==> config.mk <==
export PLATFORM = sky130hd
export DESIGN_NAME = vga_timing_gen
export DESIGN_NICKNAME = d
export VERILOG_FILES = /design/src/rtl/vga_timing_gen.sv
export SDC_FILE = /design/constraint.sdc
export NUM_CORES = 1
export LEC_CHECK = 0
export CORE_ASPECT_RATIO = 0.7
export CORE_MARGIN = 2
export CORE_UTILIZATION = 34
export CTS_BUF_LIST = sky130_fd_sc_hd__clkbuf_2
export DETAILED_ROUTE_END_ITERATION = 8
export PLACE_DENSITY = 0.49
export SLEW_MARGIN = 10
export SYNTH_ARGS = -nofsm -noshare
export SYNTH_HDL_FRONTEND = slang
export SYNTH_SLANG_ARGS = --single-unit
==> constraint.sdc <==
create_clock -name clk -period 4.2 [get_ports clk]
set_input_delay 0.84 -clock clk [delete_from_list [all_inputs] [get_ports clk]]
set_output_delay 0.84 -clock clk [all_outputs]
set_load 0.005 [all_outputs]
==> src/rtl/vga_timing_gen.sv <==
// ============================================================================
// Module      : vga_timing_gen
// Description : Parametrised VGA timing generator. Produces horizontal and
//               vertical sync, a display-enable flag, a fetch request that
//               runs RD_LEAD pixels ahead of the beam, line/frame start
//               pulses and an 8-bit frame counter. Counters advance only on
//               clocks where both en_i and pix_en_i are high, so one clk can
//               serve several pixel rates.
// Optional    : VGA_DOUBLE_EN - when defined, req_x_o/req_y_o address a
//               half-resolution frame buffer (each stored pixel covers a 2x2
//               block of screen pixels). req_valid_o is unaffected.
// Ports       : clk           system clock
//               rst           asynchronous reset, active-high
//               en_i          timing enable; low holds the counters at origin
//               pix_en_i      pixel tick
//               h_sync_o      horizontal sync (active level HS_POL)
//               v_sync_o      vertical sync (active level VS_POL)
//               disp_o        beam inside the active area
//               req_valid_o   req_x_o/req_y_o address a pixel to fetch
//               req_x_o       fetch column (0 when req_valid_o is low)
//               req_y_o       fetch row (0 when req_valid_o is low)
//               line_start_o  one-clk pulse when h_cnt loads 0
//               frame_start_o one-clk pulse when (h_cnt,v_cnt) loads (0,0)
//               frame_cnt_o   frame counter, +1 per frame_start_o, wraps
// Revision    : 1.0 - initial release
// ============================================================================
`default_nettype none

module vga_timing_gen #(
    parameter int H_DISP  = 640,
    parameter int H_FP    = 16,
    parameter int H_SYNC  = 96,
    parameter int H_BP    = 48,
    parameter int V_DISP  = 480,
    parameter int V_FP    = 10,
    parameter int V_SYNC  = 2,
    parameter int V_BP    = 33,
    parameter int HS_POL  = 0,
    parameter int VS_POL  = 0,
    parameter int RD_LEAD = 2,
    parameter int X_W     = 10,
    parameter int Y_W     = 10
) (
    input  logic           clk,
    input  logic           rst,
    input  logic           en_i,
    input  logic           pix_en_i,
    output logic           h_sync_o,
    output logic           v_sync_o,
    output logic           disp_o,
    output logic           req_valid_o,
    output logic [X_W-1:0] req_x_o,
    output logic [Y_W-1:0] req_y_o,
    output logic           line_start_o,
    output logic           frame_start_o,
    output logic [7:0]     frame_cnt_o
);

    // ------------------------------------------------------------------------
    // Derived timing values
    // ------------------------------------------------------------------------
    localparam int H_TOT = H_SYNC + H_BP + H_DISP + H_FP;
    localparam int H_ST  = H_SYNC + H_BP;
    localparam int H_END = H_ST + H_DISP;
    localparam int V_TOT = V_SYNC + V_BP + V_DISP + V_FP;
    localparam int V_ST  = V_SYNC + V_BP;
    localparam int V_END = V_ST + V_DISP;

    // Counter widths hold the full total so that an end boundary equal to the
    // total (zero front porch) is still representable.
    localparam int HC_W = $clog2(H_TOT + 1);
    localparam int VC_W = $clog2(V_TOT + 1);
    // The lead-adjusted column can exceed H_TOT-1; one extra bit keeps it
    // from wrapping back into the visible range.
    localparam int HX_W = HC_W + 1;

    localparam logic [HC_W-1:0] H_TOT_M1  = HC_W'(H_TOT - 1);
    localparam logic [HC_W-1:0] H_SYNC_C  = HC_W'(H_SYNC);
    localparam logic [HX_W-1:0] H_ST_X    = HX_W'(H_ST);
    localparam logic [HX_W-1:0] H_END_X   = HX_W'(H_END);
    localparam logic [HX_W-1:0] RD_LEAD_X = HX_W'(RD_LEAD);
    localparam logic [VC_W-1:0] V_TOT_M1  = VC_W'(V_TOT - 1);
    localparam logic [VC_W-1:0] V_SYNC_C  = VC_W'(V_SYNC);
    localparam logic [VC_W-1:0] V_ST_C    = VC_W'(V_ST);
    localparam logic [VC_W-1:0] V_END_C   = VC_W'(V_END);
    localparam logic            HS_ACT    = 1'(HS_POL);
    localparam logic            VS_ACT    = 1'(VS_POL);

    // ------------------------------------------------------------------------
    // State
    // ------------------------------------------------------------------------
    logic [HC_W-1:0] h_cnt_q,       h_cnt_d;
    logic [VC_W-1:0] v_cnt_q,       v_cnt_d;
    logic            run_q,         run_d;
    logic            h_sync_q,      h_sync_d;
    logic            v_sync_q,      v_sync_d;
    logic            disp_q,        disp_d;
    logic            req_valid_q,   req_valid_d;
    logic [X_W-1:0]  req_x_q,       req_x_d;
    logic [Y_W-1:0]  req_y_q,       req_y_d;
    logic            line_start_q,  line_start_d;
    logic            frame_start_q, frame_start_d;
    logic [7:0]      frame_cnt_q,   frame_cnt_d;

    // ------------------------------------------------------------------------
    // Position the counters would load on a tick
    // ------------------------------------------------------------------------
    logic [HC_W-1:0] w_h_nxt;
    logic [VC_W-1:0] w_v_nxt;
    logic [HX_W-1:0] w_hx;
    logic [HX_W-1:0] w_rx_full;
    logic [VC_W-1:0] w_ry_full;
    logic            w_h_act;
    logic            w_v_act;
    logic            w_req_h_act;
    logic [X_W-1:0]  w_rx;
    logic [Y_W-1:0]  w_ry;

    always_comb begin
        w_h_nxt = '0;
        w_v_nxt = '0;
        // run_q low means the counters sit at origin but (0,0) has not been
        // presented yet: the first tick loads (0,0) rather than (1,0) so that
        // the first line and frame start are announced with pulses.
        if (run_q) begin
            if (h_cnt_q == H_TOT_M1) begin
                w_h_nxt = '0;
                if (v_cnt_q == V_TOT_M1) begin
                    w_v_nxt = '0;
                end else begin
                    w_v_nxt = v_cnt_q + 1'b1;
                end
            end else begin
                w_h_nxt = h_cnt_q + 1'b1;
                w_v_nxt = v_cnt_q;
            end
        end
    end

    always_comb begin
        // Lead position is not reduced modulo H_TOT, so requests never wrap
        // into the next line.
        w_hx        = {1'b0, w_h_nxt} + RD_LEAD_X;
        w_h_act     = ({1'b0, w_h_nxt} >= H_ST_X) && ({1'b0, w_h_nxt} < H_END_X);
        w_v_act     = (w_v_nxt >= V_ST_C) && (w_v_nxt < V_END_C);
        w_req_h_act = (w_hx >= H_ST_X) && (w_hx < H_END_X);
        w_rx_full   = w_hx - H_ST_X;
        w_ry_full   = w_v_nxt - V_ST_C;
`ifdef VGA_DOUBLE_EN
        w_rx        = X_W'(w_rx_full >> 1);
        w_ry        = Y_W'(w_ry_full >> 1);
`else
        w_rx        = X_W'(w_rx_full);
        w_ry        = Y_W'(w_ry_full);
`endif
    end

    // ------------------------------------------------------------------------
    // Next-state / output decode
    // ------------------------------------------------------------------------
    always_comb begin
        h_cnt_d       = h_cnt_q;
        v_cnt_d       = v_cnt_q;
        run_d         = run_q;
        h_sync_d      = h_sync_q;
        v_sync_d      = v_sync_q;
        disp_d        = disp_q;
        req_valid_d   = req_valid_q;
        req_x_d       = req_x_q;
        req_y_d       = req_y_q;
        line_start_d  = 1'b0;
        frame_start_d = 1'b0;
        frame_cnt_d   = frame_cnt_q;

        if (!en_i) begin
            h_cnt_d     = '0;
            v_cnt_d     = '0;
            run_d       = 1'b0;
            h_sync_d    = ~HS_ACT;
            v_sync_d    = ~VS_ACT;
            disp_d      = 1'b0;
            req_valid_d = 1'b0;
            req_x_d     = '0;
            req_y_d     = '0;
        end else if (pix_en_i) begin
            h_cnt_d       = w_h_nxt;
            v_cnt_d       = w_v_nxt;
            run_d         = 1'b1;
            h_sync_d      = (w_h_nxt < H_SYNC_C) ? HS_ACT : ~HS_ACT;
            v_sync_d      = (w_v_nxt < V_SYNC_C) ? VS_ACT : ~VS_ACT;
            disp_d        = w_h_act && w_v_act;
            req_valid_d   = w_req_h_act && w_v_act;
            req_x_d       = (w_req_h_act && w_v_act) ? w_rx : '0;
            req_y_d       = (w_req_h_act && w_v_act) ? w_ry : '0;
            line_start_d  = (w_h_nxt == '0);
            frame_start_d = (w_h_nxt == '0) && (w_v_nxt == '0);
            if ((w_h_nxt == '0) && (w_v_nxt == '0)) begin
                frame_cnt_d = frame_cnt_q + 8'd1;
            end
        end
    end

    // ------------------------------------------------------------------------
    // Registers
    // ------------------------------------------------------------------------
    always_ff @(posedge clk or posedge rst) begin
        if (rst) begin
            h_cnt_q       <= '0;
            v_cnt_q       <= '0;
            run_q         <= 1'b0;
            h_sync_q      <= ~HS_ACT;
            v_sync_q      <= ~VS_ACT;
            disp_q        <= 1'b0;
            req_valid_q   <= 1'b0;
            req_x_q       <= '0;
            req_y_q       <= '0;
            line_start_q  <= 1'b0;
            frame_start_q <= 1'b0;
            frame_cnt_q   <= 8'd0;
        end else begin
            h_cnt_q       <= h_cnt_d;
            v_cnt_q       <= v_cnt_d;
            run_q         <= run_d;
            h_sync_q      <= h_sync_d;
            v_sync_q      <= v_sync_d;
            disp_q        <= disp_d;
            req_valid_q   <= req_valid_d;
            req_x_q       <= req_x_d;
            req_y_q       <= req_y_d;
            line_start_q  <= line_start_d;
            frame_start_q <= frame_start_d;
            frame_cnt_q   <= frame_cnt_d;
        end
    end

    assign h_sync_o      = h_sync_q;
    assign v_sync_o      = v_sync_q;
    assign disp_o        = disp_q;
    assign req_valid_o   = req_valid_q;
    assign req_x_o       = req_x_q;
    assign req_y_o       = req_y_q;
    assign line_start_o  = line_start_q;
    assign frame_start_o = frame_start_q;
    assign frame_cnt_o   = frame_cnt_q;

endmodule

`default_nettype wire
# == After elaboration in Yosys (flattened, before gate mapping) ==
# Index checks and enable logic that the tools add are counted.
# op_classes
add_sub_neg,6
magnitude_cmp,8
n_eq_ne,3
mux,31
reduce_logical,9
# op_table
operator,count
2-to-1 mux 10 bit,15
adder 10 x 1 -> 10 bit (second input constant),2
== test 10 bit (second input constant),2
zero test 10 bit,2
less-than comparator 10 bit (second input constant),2
2-to-1 mux 1 bit,16
adder 10 x 2 -> 11 bit (second input constant),1
greater-or-equal comparator 11 x 8 -> 1 bit (second input constant),1
less-than comparator 11 x 10 -> 1 bit (second input constant),1
greater-or-equal comparator 10 x 6 -> 1 bit (second input constant),1
greater-or-equal comparator 10 x 8 -> 1 bit (second input constant),1
less-than comparator 10 x 2 -> 1 bit (second input constant),1
less-than comparator 10 x 7 -> 1 bit (second input constant),1
subtractor 10 x 6 -> 10 bit (second input constant),1
subtractor 10 x 8 -> 10 bit (second input constant),1
adder 8 x 1 -> 8 bit (second input constant),1
logical AND 1 bit,6
AND reduction 3 bit,1
!= test 2 x 1 -> 1 bit (second input constant),1
# word_totals
regBits,55
in_bits,4
word_cells,69

# == Logic depth before layout (Yosys ltp) ==
# Gate-level depths: netlist of the first run.
# depth
depth_word,10
ltp_mapped,15
ltp_nobuf,12

# == Worst setup path after synthesis of the first run ==
# No wires, ideal clock.
# synth_timing
kind,reg2reg
startpoint,register h_cnt_q[0]
endpoint,"register req_y_q[5], in the netlist req_y_o[5]"
arrival_ps,2954
t_required_ps,4126
setup_slack_ps,1172
stages_incl_launch_ff,16
cell_sequence,dfrtp_1 -> ha_1 -> buf_2 -> and4_4 -> nand3_2 -> buf_6 -> a31oi_1 -> mux2i_1 -> nor2_1 -> ha_1 -> nand2_2 -> a211oi_2 -> o2111a_1 -> o32ai_2 -> buf_6 -> o21ai_2
# synth_via
elab_chain_len,10
word_cells_on_any_way,18
cone_classes,add/sub (3); order compare (4); eq/ne (1); mux (7); reduce/logical (3)
# synth_rtl
element,line,source
"start, declared",92,"logic [HC_W-1:0] h_cnt_q, h_cnt_d;"
"start signal, assigned",221,h_cnt_q <= h_cnt_d;
adder 10 x 1 -> 10 bit or == test 10 bit (tied branches),"134, 126",
2-to-1 mux 10 bit,126,if (h_cnt_q == H_TOT_M1) begin
2-to-1 mux 10 bit,125,if (run_q) begin
adder 10 x 2 -> 11 bit,143,"w_hx = {1'b0, w_h_nxt} + RD_LEAD_X;"
greater-or-equal comparator 11 x 8 -> 1 bit or less-than comparator 11 x 10 -> 1 bit (tied branches),146,w_req_h_act = (w_hx >= H_ST_X) && (w_hx < H_END_X);
logical AND 1 bit,146,
logical AND 1 bit,194,req_y_d = (w_req_h_act && w_v_act) ? w_ry : '0;
2-to-1 mux 10 bit *,194,
2-to-1 mux 10 bit *,185,end else if (pix_en_i) begin
2-to-1 mux 10 bit *,175,if (!en_i) begin
"end signal, assigned",229,req_y_q <= req_y_d;
"end, declared",100,"logic [Y_W-1:0] req_y_q, req_y_d;"
# Mark *: on every way between the ends. The rest lies on a longest branch, timed or not. The select of a mux whose other input is x is not followed.
# A chain may end at the register's enable or synchronous reset.

# == Worst setup path after layout of the first run ==
# layout_timing
startpoint,register h_cnt_q[1]
endpoint,"register req_x_q[0], in the netlist req_x_o[0]"
# layout_via
elab_chain_len,10
word_cells_on_any_way,18
cone_classes,add/sub (3); order compare (4); eq/ne (1); mux (7); reduce/logical (3)
# layout_rtl
element,line,source
adder 10 x 1 -> 10 bit or == test 10 bit (tied branches),"134, 126",
2-to-1 mux 10 bit,126,
2-to-1 mux 10 bit,125,
adder 10 x 2 -> 11 bit,143,
greater-or-equal comparator 11 x 8 -> 1 bit or less-than comparator 11 x 10 -> 1 bit (tied branches),146,
logical AND 1 bit,146,
logical AND 1 bit,193,req_x_d = (w_req_h_act && w_v_act) ? w_rx : '0;
2-to-1 mux 10 bit *,193,
2-to-1 mux 10 bit *,185,
2-to-1 mux 10 bit *,175,
"end signal, assigned",228,req_x_q <= req_x_d;
"end, declared",99,"logic [X_W-1:0] req_x_q, req_x_d;"
# Marked as above.

==> flow_summary.json, run 1 <==
{
  "status": "finished clean",
  "synth_compound_area_frac": 0.194,
  "irDropWorstVdd_mv": 0.103,
  "leakage_nw": 1.76,
  "end_kind": "flop",
  "h-tree-depth": 2,
  "grt_overflow": 0,
  "final_max_slew_viol_count": 0,
  "synth_top_family_by_area": "simple AND/OR/NAND/NOR gates",
  "clock.fmax_ghz": 0.261,
  "synth_mux_area_frac": 0.0362,
  "critical_path_class": "flop to flop",
  "critPathMaxStageDelay_ns": 0.58,
  "postCtsSetupBuffers": 0,
  "required_ns": 4.61,
  "drt-total-wl_microns": 10800,
  "syn_nets": 451,
  "crit_slowest_cell": "dfrtp_1",
  "cts_made_buffers": 5,
  "synth_xor_area_frac": 0.0731,
  "worst_slew_pin_slew_ns": 1.03,
  "cts_resized": 0,
  "rsz0062_at_grt": "false",
  "rrSetupSlack_ns": 0.37,
  "yosysWarnings": 0,
  "post_drt_wl_per_cell_microns": 17.4,
  "min_period_ns": 3.83,
  "place_hpwl_microns": 8210,
  "clock-sinks": 55,
  "worst_hold_slack_ns": 0.488,
  "grt_pass1_wl_microns": 17500,
  "hold_viol_final": 0,
  "vias": 3313,
  "ys_types": 77,
  "io_buffer_count": 37,
  "root_buffer": "clkbuf_2",
  "yosysSeqAreaShare": 0.347,
  "holdCritPathClass": "flop to flop",
  "die_w_microns": 133,
  "finClkSkew_ns": 0.0246,
  "slew_headroom": 0.310,
  "die_h_microns": 94.4,
  "hold_depth": 1,
  "reg2reg_depth": 12,
  "yosys.area_share.simple": 0.267,
  "reg2reg_to": "req_x_o[0]",
  "crit_top_cell": "ha_1",
  "crit_chain": "ha_1, and4_4, nand3_2, a31oi_1, mux2i_1, nor2_2, ha_1, nand2_2, a211oi_2, o2111a_1, o32ai_4, o31ai_1",
  "ys.flop_type": "dfrtp_1",
  "rows": 32,
  "diodes": 0,
  "drt_pass1_iterations": 5,
  "drive_above_1_share": 0.137,
  "synth.cell_area_sq_mm": 0.00397,
  "crit_fanout": 21,
  "final_antenna_net_count": 0,
  "final_common_cell": "nand2_1",
  "gp_congestion": 0.882,
  "grt_pass1_vias": 3089,
  "setup_viol": 0,
  "worstReg2RegStart": "h_cnt_q[1]",
  "synth_edf_count": 0,
  "tritoncts": "done",
  "critPathArrivalTime_ns": 4.25,
  "dieArea_sq_mm": 0.0126,
  "critical_path.top_delay_family": "compound AO/OA/AOI/OAI gates",
  "synthCells": 439,
  "cap_violations": 0,
  "fin_crit_sh": 0.913,
  "pin_count": 38,
  "coreArea_sq_mm": 0.0112,
  "initial_core_util": 0.354,
  "syn_area_per_cell_sq_um": 9.05,
  "area_delta_synth_final_pct": 13.5,
  "pwr_density_cell_mw_per_mm2": 217,
  "hold-path-endpoint": "frame_cnt_o[7]",
  "nets": 478,
  "clk_latency_ns": 0.49,
  "path_clk_slew_ns": 0.32,
  "cp-start-kind": "flop",
  "grt_antenna_before_repair": 0,
  "vias_per_cell": 5.34,
  "cts.path.max_buffers": 2,
  "async_reset_ff_frac": 1.00,
  "track_usage": 0.181,
  "setup_tns_ns": 0,
  "final_cell_mix": "65 x nand2_1, 53 x dfrtp_1, 37 x clkdlybuf4s50_1",
  "remaining_drc_errors": 0,
  "drt_iter0_drc": 231,
  "grt_max_degree": 38,
  "hp-start": "frame_cnt_o[7]",
  "crit_buf_inv": 0,
  "hold_buffers": 0,
  "ys_seq_elements": 55,
  "synth-adder-area-share": 0.0252
}
logic make-up after synthesis:
group	count (synthesis)
AND/OR/NAND/NOR	186
AO/OA/AOI/OAI	105
flip-flops	55
buffers and inverters	41
XOR/XNOR	31
multiplexers	13
adder cells (fa/ha/maj)	8
layer usage:
layer | vias up | track usage | routed length (microns)
met2 | 90 | 0.239 | 3990
met4 | 0 | 0.0301 | 74
met1 | 1588 | 0.292 | 6110
met3 | 6 | 0.0429 | 616
met5 | - | 0 | 0
li1 | 1629 | - | -
metrics by stage:
stage          utilization  std cells  total power [mW]  setup WS (ns)  area, sq um
5_1_grt              0.402        620              1.04         0.0497         4510
6_report             0.402        620             0.980          0.366         4510
2_1_floorplan            -        439             0.669           1.17         3970
4_1_cts              0.402        620             0.997          0.252         4510
3_3_place_gp         0.397        612             0.752          0.378         4460
3_5_place_dp         0.397        612             0.754          0.354         4460
flip-flops by register name (all words and copies together) (netlist names), 8 cells and up:
name         flops
frame_cnt_o      8
req_y_o         10
req_x_o         10
h_cnt_q         10
v_cnt_q         10
synthesized netlist by cell type (13+ instances only):
cell type  number  area share
nor2_1         15       0.014
nand2_1        65       0.061
a21oi_1        14       0.018
xnor2_1        19       0.042
o21ai_0        16       0.020
nor2b_1        20       0.031
dfrtp_1        53        0.33
nand3_1        13       0.016
worst max path at each step:
stage          startpoint         end  depth (start not counted)
2_1_floorplan  h_cnt_q[0]  req_y_o[5]                         15
3_3_place_gp   h_cnt_q[1]  req_x_o[0]                         12
3_5_place_dp   h_cnt_q[1]  req_x_o[0]                         12
4_1_cts        h_cnt_q[1]  req_x_o[0]                         12
5_1_grt        h_cnt_q[1]  req_x_o[0]                         12
6_report       h_cnt_q[1]  req_x_o[0]                         12
area by class of cell:
cell class	instances	area [sq um]
Fill cell	1119	6700
Multi-Input combinational cell	343	2380
Sequential cell	55	1380
Timing Repair Buffer	49	460
Tap cell	153	191
Inverter	12	45.0
Clock inverter	3	27.5
Clock buffer	5	25.0
report_power, final:
group | leakage [nW] | total, mW | internal (mW) | switching (mW)
Combinational | 0.975 | 0.152 | 0.0801 | 0.0721
Clock | 0.0311 | 0.237 | 0.0467 | 0.190
Sequential | 0.750 | 0.590 | 0.558 | 0.0324
Power figures use the tool's default switching activity.
==> run 2: changes to the inputs <==
--- a/config.mk
+++ b/config.mk
@@ -5,6 +5,7 @@
 export SDC_FILE = /design/constraint.sdc
 export NUM_CORES = 1
 export LEC_CHECK = 0
+export ABC_CLOCK_PERIOD_IN_PS = 4200
 export CORE_ASPECT_RATIO = 0.7
 export CORE_MARGIN = 2
 export CORE_UTILIZATION = 34
@@ -15,3 +16,4 @@
 export SYNTH_ARGS = -nofsm -noshare
 export SYNTH_HDL_FRONTEND = slang
 export SYNTH_SLANG_ARGS = --single-unit
+export TNS_END_PERCENT = 5
==> results of run 2 <==
The final DEF is identical to that of run 1; final timing and power are the same.
